**config.mk**
```make
export PLATFORM = sky130hd
export DESIGN_NAME = rf_access_ctrl_flat
export DESIGN_NICKNAME = d
export VERILOG_FILES = /design/src/rtl/rf_access_pkg.sv /design/src/rtl/rf_access_ctrl_if.sv /design/src/rtl/rf_access_ctrl.sv /design/src/flat_wrapper.sv
export SDC_FILE = /design/constraint.sdc
export NUM_CORES = 1
export LEC_CHECK = 0
export BUFFER_PORTS_ARGS = -buffer_cell sky130_fd_sc_hd__clkbuf_2
export CORE_MARGIN = 1.5
export CORE_UTILIZATION = 30
export DETAILED_ROUTE_END_ITERATION = 8
export GPL_ROUTABILITY_DRIVEN = 1
export PLACE_DENSITY = 0.55
export SLEW_MARGIN = 20
export SYNTH_ARGS = -nofsm -noshare
export SYNTH_HDL_FRONTEND = slang
export SYNTH_SLANG_ARGS = --single-unit
```
**constraint.sdc**
```tcl
create_clock -name clk -period 2 [get_ports clk]
set_input_delay 0.1 -clock clk [delete_from_list [all_inputs] [get_ports clk]]
set_output_delay 0.1 -clock clk [all_outputs]
set_load 0.005 [all_outputs]
```
**src/rtl/rf_access_pkg.sv**
```systemverilog
// rf_access_pkg: FSM state encoding, register-file control codes and parameter defaults
package rf_access_pkg;
    localparam int DATA_W_DEF = 32;
    localparam int ADDR_W_DEF = 5;
    localparam logic [1:0] RF_RW_IDLE  = 2'b00;
    localparam logic [1:0] RF_RW_WRITE = 2'b01;
    localparam logic [1:0] RF_RW_READ  = 2'b10;
    localparam logic [1:0] RF_RW_BOTH  = 2'b11;
    typedef enum logic [2:0] {IDLE, WRITE, READ1, READ2, RESP} state_t;
endpackage

```
**src/rtl/rf_access_ctrl_if.sv**
```systemverilog
// rf_access_ctrl_if: request/response handshake plus register-file control bus
// slave  = controller side: takes req_*, drives rsp_* and rf_* controls, takes rf read data
// master = requester/register-file side (the mirror image)
interface rf_access_ctrl_if
    import rf_access_pkg::*;
#(
    parameter int DATA_W = DATA_W_DEF,
    parameter int ADDR_W = ADDR_W_DEF
);
    logic              req_valid;
    logic              req_ready;
    logic [ADDR_W-1:0] req_rs1;
    logic [ADDR_W-1:0] req_rs2;
    logic              req_we;
    logic [ADDR_W-1:0] req_rd;
    logic [DATA_W-1:0] req_wdata;
    logic              rsp_valid;
    logic              rsp_ready;
    logic [DATA_W-1:0] rsp_op1;
    logic [DATA_W-1:0] rsp_op2;
    logic [1:0]        rf_read_or_write;
    logic [ADDR_W-1:0] rf_read_addr_1;
    logic [ADDR_W-1:0] rf_read_addr_2;
    logic [ADDR_W-1:0] rf_write_addr;
    logic [DATA_W-1:0] rf_write_data;
    logic [DATA_W-1:0] rf_read_data_1;
    logic [DATA_W-1:0] rf_read_data_2;
    modport slave (
        input  req_valid, req_rs1, req_rs2, req_we, req_rd, req_wdata, rsp_ready,
               rf_read_data_1, rf_read_data_2,
        output req_ready, rsp_valid, rsp_op1, rsp_op2, rf_read_or_write,
               rf_read_addr_1, rf_read_addr_2, rf_write_addr, rf_write_data
    );
    modport master (
        output req_valid, req_rs1, req_rs2, req_we, req_rd, req_wdata, rsp_ready,
               rf_read_data_1, rf_read_data_2,
        input  req_ready, rsp_valid, rsp_op1, rsp_op2, rf_read_or_write,
               rf_read_addr_1, rf_read_addr_2, rf_write_addr, rf_write_data
    );
endinterface

```
**src/rtl/rf_access_ctrl.sv**
```systemverilog
// rf_access_ctrl: sequences an optional register write and two operand reads per request
// Ports: clk, rst (sync, active-high), bus (rf_access_ctrl_if.slave: req/rsp handshakes + rf control)
// Option: RF_BYPASS_EN merges the write into READ1 and forwards req_wdata to matching operands
module rf_access_ctrl
    import rf_access_pkg::*;
#(
    parameter int DATA_W = DATA_W_DEF,
    parameter int ADDR_W = ADDR_W_DEF
)(
    input  logic            clk,
    input  logic            rst,
    rf_access_ctrl_if.slave bus
);
`ifdef RF_BYPASS_EN
    localparam bit BYPASS = 1'b1;
`else
    localparam bit BYPASS = 1'b0;
`endif
    state_t            r_state, w_next;
    logic [ADDR_W-1:0] r_rs1, r_rs2, r_rd;
    logic [DATA_W-1:0] r_wdata, r_op1, r_op2;
    logic              r_we;
    logic              w_wr_en;
    logic              w_hit1, w_hit2;
    logic [DATA_W-1:0] w_op1, w_op2;
    logic [1:0]        w_rw;
    // R0 is hard-wired zero, so a write to it is dropped entirely
    assign w_wr_en = r_we && (r_rd != '0);
    // the register file returns pre-write data when write and read share an edge
    assign w_hit1  = BYPASS && w_wr_en && (r_rs1 == r_rd);
    assign w_hit2  = BYPASS && w_wr_en && (r_rs2 == r_rd);
    assign w_op1   = (r_rs1 == '0) ? '0 : w_hit1 ? r_wdata : bus.rf_read_data_1;
    assign w_op2   = (r_rs2 == '0) ? '0 : w_hit2 ? r_wdata : bus.rf_read_data_2;
    always_comb begin
        w_next = IDLE;
        w_next = (r_state == IDLE)  ? (!bus.req_valid ? IDLE :
                                       (!BYPASS && bus.req_we && bus.req_rd != '0) ? WRITE : READ1) :
                 (r_state == WRITE) ? READ1 :
                 (r_state == READ1) ? READ2 :
                 (r_state == READ2) ? RESP :
                 (r_state == RESP)  ? (bus.rsp_ready ? IDLE : RESP) : IDLE;
    end
    always_comb begin
        w_rw = RF_RW_IDLE;
        w_rw = (r_state == WRITE) ? RF_RW_WRITE :
               (r_state == READ1) ? ((BYPASS && w_wr_en) ? RF_RW_BOTH : RF_RW_READ) :
               (r_state == READ2) ? RF_RW_READ : RF_RW_IDLE;
    end
    always_ff @(posedge clk) begin
        if (rst) begin
            r_state <= IDLE;
            r_rs1   <= '0;
            r_rs2   <= '0;
            r_rd    <= '0;
            r_we    <= 1'b0;
            r_wdata <= '0;
            r_op1   <= '0;
            r_op2   <= '0;
        end else begin
            r_state <= w_next;
            if (r_state == IDLE && bus.req_valid) begin
                r_rs1   <= bus.req_rs1;
                r_rs2   <= bus.req_rs2;
                r_rd    <= bus.req_rd;
                r_we    <= bus.req_we;
                r_wdata <= bus.req_wdata;
            end
            if (r_state == READ2) begin
                r_op1 <= w_op1;
                r_op2 <= w_op2;
            end
        end
    end
    // outputs are gated by rst so nothing leaks (notably no write) while reset is held
    assign bus.req_ready        = !rst && (r_state == IDLE);
    assign bus.rsp_valid        = !rst && (r_state == RESP);
    assign bus.rsp_op1          = rst ? '0 : r_op1;
    assign bus.rsp_op2          = rst ? '0 : r_op2;
    assign bus.rf_read_or_write = rst ? RF_RW_IDLE : w_rw;
    assign bus.rf_read_addr_1   = rst ? '0 : r_rs1;
    assign bus.rf_read_addr_2   = rst ? '0 : r_rs2;
    assign bus.rf_write_addr    = rst ? '0 : r_rd;
    assign bus.rf_write_data    = rst ? '0 : r_wdata;
endmodule

```
**src/flat_wrapper.sv**
```systemverilog
// flat-port wrapper written by rule: the top's interface ports become plain ports
module rf_access_ctrl_flat import rf_access_pkg::*;
#(
    parameter int DATA_W = DATA_W_DEF,
    parameter int ADDR_W = ADDR_W_DEF
)
  (clk, rst, bus_req_valid, bus_req_rs1, bus_req_rs2, bus_req_we, bus_req_rd, bus_req_wdata, bus_rsp_ready, bus_rf_read_data_1, bus_rf_read_data_2, bus_req_ready, bus_rsp_valid, bus_rsp_op1, bus_rsp_op2, bus_rf_read_or_write, bus_rf_read_addr_1, bus_rf_read_addr_2, bus_rf_write_addr, bus_rf_write_data);
  rf_access_ctrl_if #(.DATA_W(DATA_W), .ADDR_W(ADDR_W)) bus_i ();
  input  logic clk;
  input  logic rst;
  input wire logic [$bits(bus_i.req_valid)-1:0] bus_req_valid;
  input wire logic [$bits(bus_i.req_rs1)-1:0] bus_req_rs1;
  input wire logic [$bits(bus_i.req_rs2)-1:0] bus_req_rs2;
  input wire logic [$bits(bus_i.req_we)-1:0] bus_req_we;
  input wire logic [$bits(bus_i.req_rd)-1:0] bus_req_rd;
  input wire logic [$bits(bus_i.req_wdata)-1:0] bus_req_wdata;
  input wire logic [$bits(bus_i.rsp_ready)-1:0] bus_rsp_ready;
  input wire logic [$bits(bus_i.rf_read_data_1)-1:0] bus_rf_read_data_1;
  input wire logic [$bits(bus_i.rf_read_data_2)-1:0] bus_rf_read_data_2;
  output wire logic [$bits(bus_i.req_ready)-1:0] bus_req_ready;
  output wire logic [$bits(bus_i.rsp_valid)-1:0] bus_rsp_valid;
  output wire logic [$bits(bus_i.rsp_op1)-1:0] bus_rsp_op1;
  output wire logic [$bits(bus_i.rsp_op2)-1:0] bus_rsp_op2;
  output wire logic [$bits(bus_i.rf_read_or_write)-1:0] bus_rf_read_or_write;
  output wire logic [$bits(bus_i.rf_read_addr_1)-1:0] bus_rf_read_addr_1;
  output wire logic [$bits(bus_i.rf_read_addr_2)-1:0] bus_rf_read_addr_2;
  output wire logic [$bits(bus_i.rf_write_addr)-1:0] bus_rf_write_addr;
  output wire logic [$bits(bus_i.rf_write_data)-1:0] bus_rf_write_data;
  assign bus_i.req_valid = bus_req_valid;
  assign bus_i.req_rs1 = bus_req_rs1;
  assign bus_i.req_rs2 = bus_req_rs2;
  assign bus_i.req_we = bus_req_we;
  assign bus_i.req_rd = bus_req_rd;
  assign bus_i.req_wdata = bus_req_wdata;
  assign bus_i.rsp_ready = bus_rsp_ready;
  assign bus_i.rf_read_data_1 = bus_rf_read_data_1;
  assign bus_i.rf_read_data_2 = bus_rf_read_data_2;
  assign bus_req_ready = bus_i.req_ready;
  assign bus_rsp_valid = bus_i.rsp_valid;
  assign bus_rsp_op1 = bus_i.rsp_op1;
  assign bus_rsp_op2 = bus_i.rsp_op2;
  assign bus_rf_read_or_write = bus_i.rf_read_or_write;
  assign bus_rf_read_addr_1 = bus_i.rf_read_addr_1;
  assign bus_rf_read_addr_2 = bus_i.rf_read_addr_2;
  assign bus_rf_write_addr = bus_i.rf_write_addr;
  assign bus_rf_write_data = bus_i.rf_write_data;
  rf_access_ctrl #(.DATA_W(DATA_W), .ADDR_W(ADDR_W)) u_core (.clk(clk), .rst(rst), .bus(bus_i));
endmodule
```
==> flow_summary.yaml <==
worst_hold_path:
  hold_start: "bus_rf_read_data_2[31]"
  hold_end: "u_core.r_op2[31]"
  hold_depth: 4
  hold_class: "input port to flip-flop"
yosys:
  ys_ff_latch: 114
  synthAdderAreaFrac: 0
  syn_area_mm2: 0.00483
  yosys.area_share.simple: 0.271
  syn_nets: 697
  synth_seq_area_share: 0.472
  async_flop_share: 0
  synthDistinctLibCells: 31
  synth-edff-count: 0
  synth_flop_cell: "dfxtp_1"
  synthXorXnorAreaFrac: 0.00181
  synth-compound-area-share: 0.196
  avgSynthCellArea_um2: 8.32
  synth_warnings: 0
  synth_mux_area_frac: 0
  syn_inst: 581
  synth_top_family_by_area: "simple AND/OR/NAND/NOR gates"
placement:
  placed_cells: 986
  hpwl_um: 9100
  dpl_worst_slack_ns: 0.367
  gp_congestion: 0.698
  numPortBuffers: 230
timing:
  hold_violations: 0
  period_needed_ns: 1.63
  fmax_mhz: 612
  setup_viol: 0
  slew_viol_final: 0
  worst_pin_slew_ns: 0.455
  finalClockSkew_ns: 0.00761
  whs_ns: 0.0596
  min_period_over_period: 0.817
  fin_ws_ns: 0.367
  fin_tns_setup_ns: 0
  max_slew_margin: 0.697
  rsz0062_at_grt: "false"
worst_setup_path:
  critPathLaunchType: "flip-flop"
  worst-path-buf-inv: 1
  cp_max_fo: 34
  max_stage_delay_ns: 0.71
  path_cells: "or4b_2 -> buf_4 -> nor3_1 -> a211o_1"
  worst_setup_path_startpoint: "u_core.r_state[1]"
  r2r_setup_slack_ns: 0.37
  r2r_cells: 4
  critPathRequiredTime_ns: 2.35
  cp_slowest_cell: "or4b_2"
  crit_family: "simple AND/OR/NAND/NOR gates"
  cp-end-kind: "flip-flop"
  worstReg2RegStart: "u_core.r_state[1]"
  crit_type: "flip-flop to flip-flop"
  arrival_ns: 1.99
  regToRegEndpoint: "u_core.r_state[1]"
cells_and_area:
  antenna_cells: 0
  multi_input_area_mm2: 0.00228
  regArea_mm2: 0.00228
  final_cell_mix: "clkbuf_2 (229), nand2_1 (127), dfxtp_1 (114)"
  final_common_cell: "clkbuf_2"
  final_cells: 1130
  drive_above_1_share: 0.311
  nets: 1017
  area_delta_synth_final_pct: 63.8
  num-fill-cells: 1562
floorplan:
  pin_count: 231
  die_area_mm2: 0.0169
  row_count: 46
  die_w_um: 130
  fp.dieH_um: 130
  initial_core_util: 0.305
  core-area_mm2: 0.0158
power_and_ir_drop:
  power.density_mw_per_mm2: 935
  ir_drop_mv: 0.574
  p_leak_nw: 3.49
global_route:
  overflow: 0
  antenna_found_initial: 0
  grt_pass1_wl_um: 22800
  grt_max_degree: 52
  grt_pass1_vias: 4664
  gr-usage-all-layers: 0.170
clock_network:
  post_cts_buffers: 0
  clk_pin_slew_ns: 0.06
  cts_tree: "built"
  cts_max_level: 4
  clkLatencyLatePin_ns: 0.41
  clk_path_buf_depth: 2
  cts_buffers: 17
  cts_sinks: 114
  cts_root_buf: "clkbuf_16"
route:
  routed_wl_um: 14800
  drt_iter0_markers: 181
  post-route-drc-count: 0
  wl_per_cell_um: 13.1
  dr.pass1.iters: 4
  antenna_left: 0
  viasPerCell: 4.47
  num_vias: 5056
status:
  status: "finished, final reports clean"
flow_run:
  drv_cap: 0
==> layer usage <==
layer / wire [um] / part of all wire / vias to the layer above / GRT usage
li1: - / - / 2591 / -
met1: 6700 / 0.45 / 2268 / 0.212
met2: 6780 / 0.46 / 176 / 0.273
met3: 1030 / 0.069 / 21 / 0.0586
met4: 296 / 0.020 / 0 / 0.0614
met5: 0 / 0 / - / 0
==> worst reg2reg max path, cell delays in order (launching register included) <==
cell and delay (ns):
dfxtp_1 0.30, or4b_2 0.71, buf_4 0.28, nor3_1 0.18, a211o_1 0.11
==> stage by stage <==
step / instance area [um2] / power [mW] / util
after global placement: 6150 / 3.96 / 0.389
final: 7920 / 7.41 / 0.500
after floorplan: 4830 / 3.48 / -
after global routing: 7920 / 7.78 / 0.500
after detailed placement: 6150 / 3.96 / 0.389
after CTS: 7920 / 7.51 / 0.500
==> worst max path at each step <==
stage,endpoint,slack [ns],cells past startpoint
2_1_floorplan,u_core.r_wdata[11],0.51,7
3_3_place_gp,u_core.r_state[1],0.39,4
3_5_place_dp,u_core.r_state[1],0.37,4
4_1_cts,u_core.r_state[1],0.35,4
5_1_grt,u_core.r_state[1],0.28,4
6_report,u_core.r_state[1],0.37,4
==> area by class of cell <==
cell class	instances	share of cell area
clock inverter	14	0.0265
clock buffer	18	0.0554
multi-input combinational	407	0.288
timing repair buffer	359	0.307
sequential	114	0.288
tap	216	0.0341
inverter	2	0.000948
==> cells in the mapped netlist (2+ instances only) <==
cell	count	area, um2
nand2_1	127	477
dfxtp_1	114	2280
nor2b_1	110	688
a21oi_1	81	405
clkbuf_1	33	124
o211ai_1	32	240
a22o_1	31	272
buf_2	17	85.1
nor2_1	5	18.8
buf_6	4	45.0
nor4_1	3	18.8
buf_1	2	7.51
buf_4	2	15.0
inv_1	2	7.51
or4_1	2	15.0
==> kinds of logic after synthesis <==
family                    count (synthesis)
buffers and inverters                    60
xor gates and xnor gates                  1
and+or+nand+nor                         258
DFF                                     114
AOI/OAI and AO/OA                       148
==> report_power, final <==
group | switching (mW) | total [mW] | internal [mW]
combinational | 0.834 | 1.50 | 0.663
sequential | 0.0890 | 2.57 | 2.49
clock | 1.10 | 3.33 | 2.24
total | 2.02 | 7.41 | 5.39
==> sequential cells by signal, indices dropped and copies added (netlist names) <==
signal / count
u_core.r_rs1: 5
u_core.r_rs2: 5
u_core.r_wdata: 32
u_core.r_op1: 32
u_core.r_state: 3
u_core.r_op2: 32
u_core.r_rd: 5
==> what timing repair did <==
| action | 4_1_cts | 5_1_grt |
|---|---|---|
| endpoints found under the setup margin | 0 | 0 |
| hold buffers | 112 | 0 |
| resized for setup | 0 | 0 |
| endpoints found under the hold margin | 112 | 0 |
Note: power is estimated with default switching activity, not from simulation.
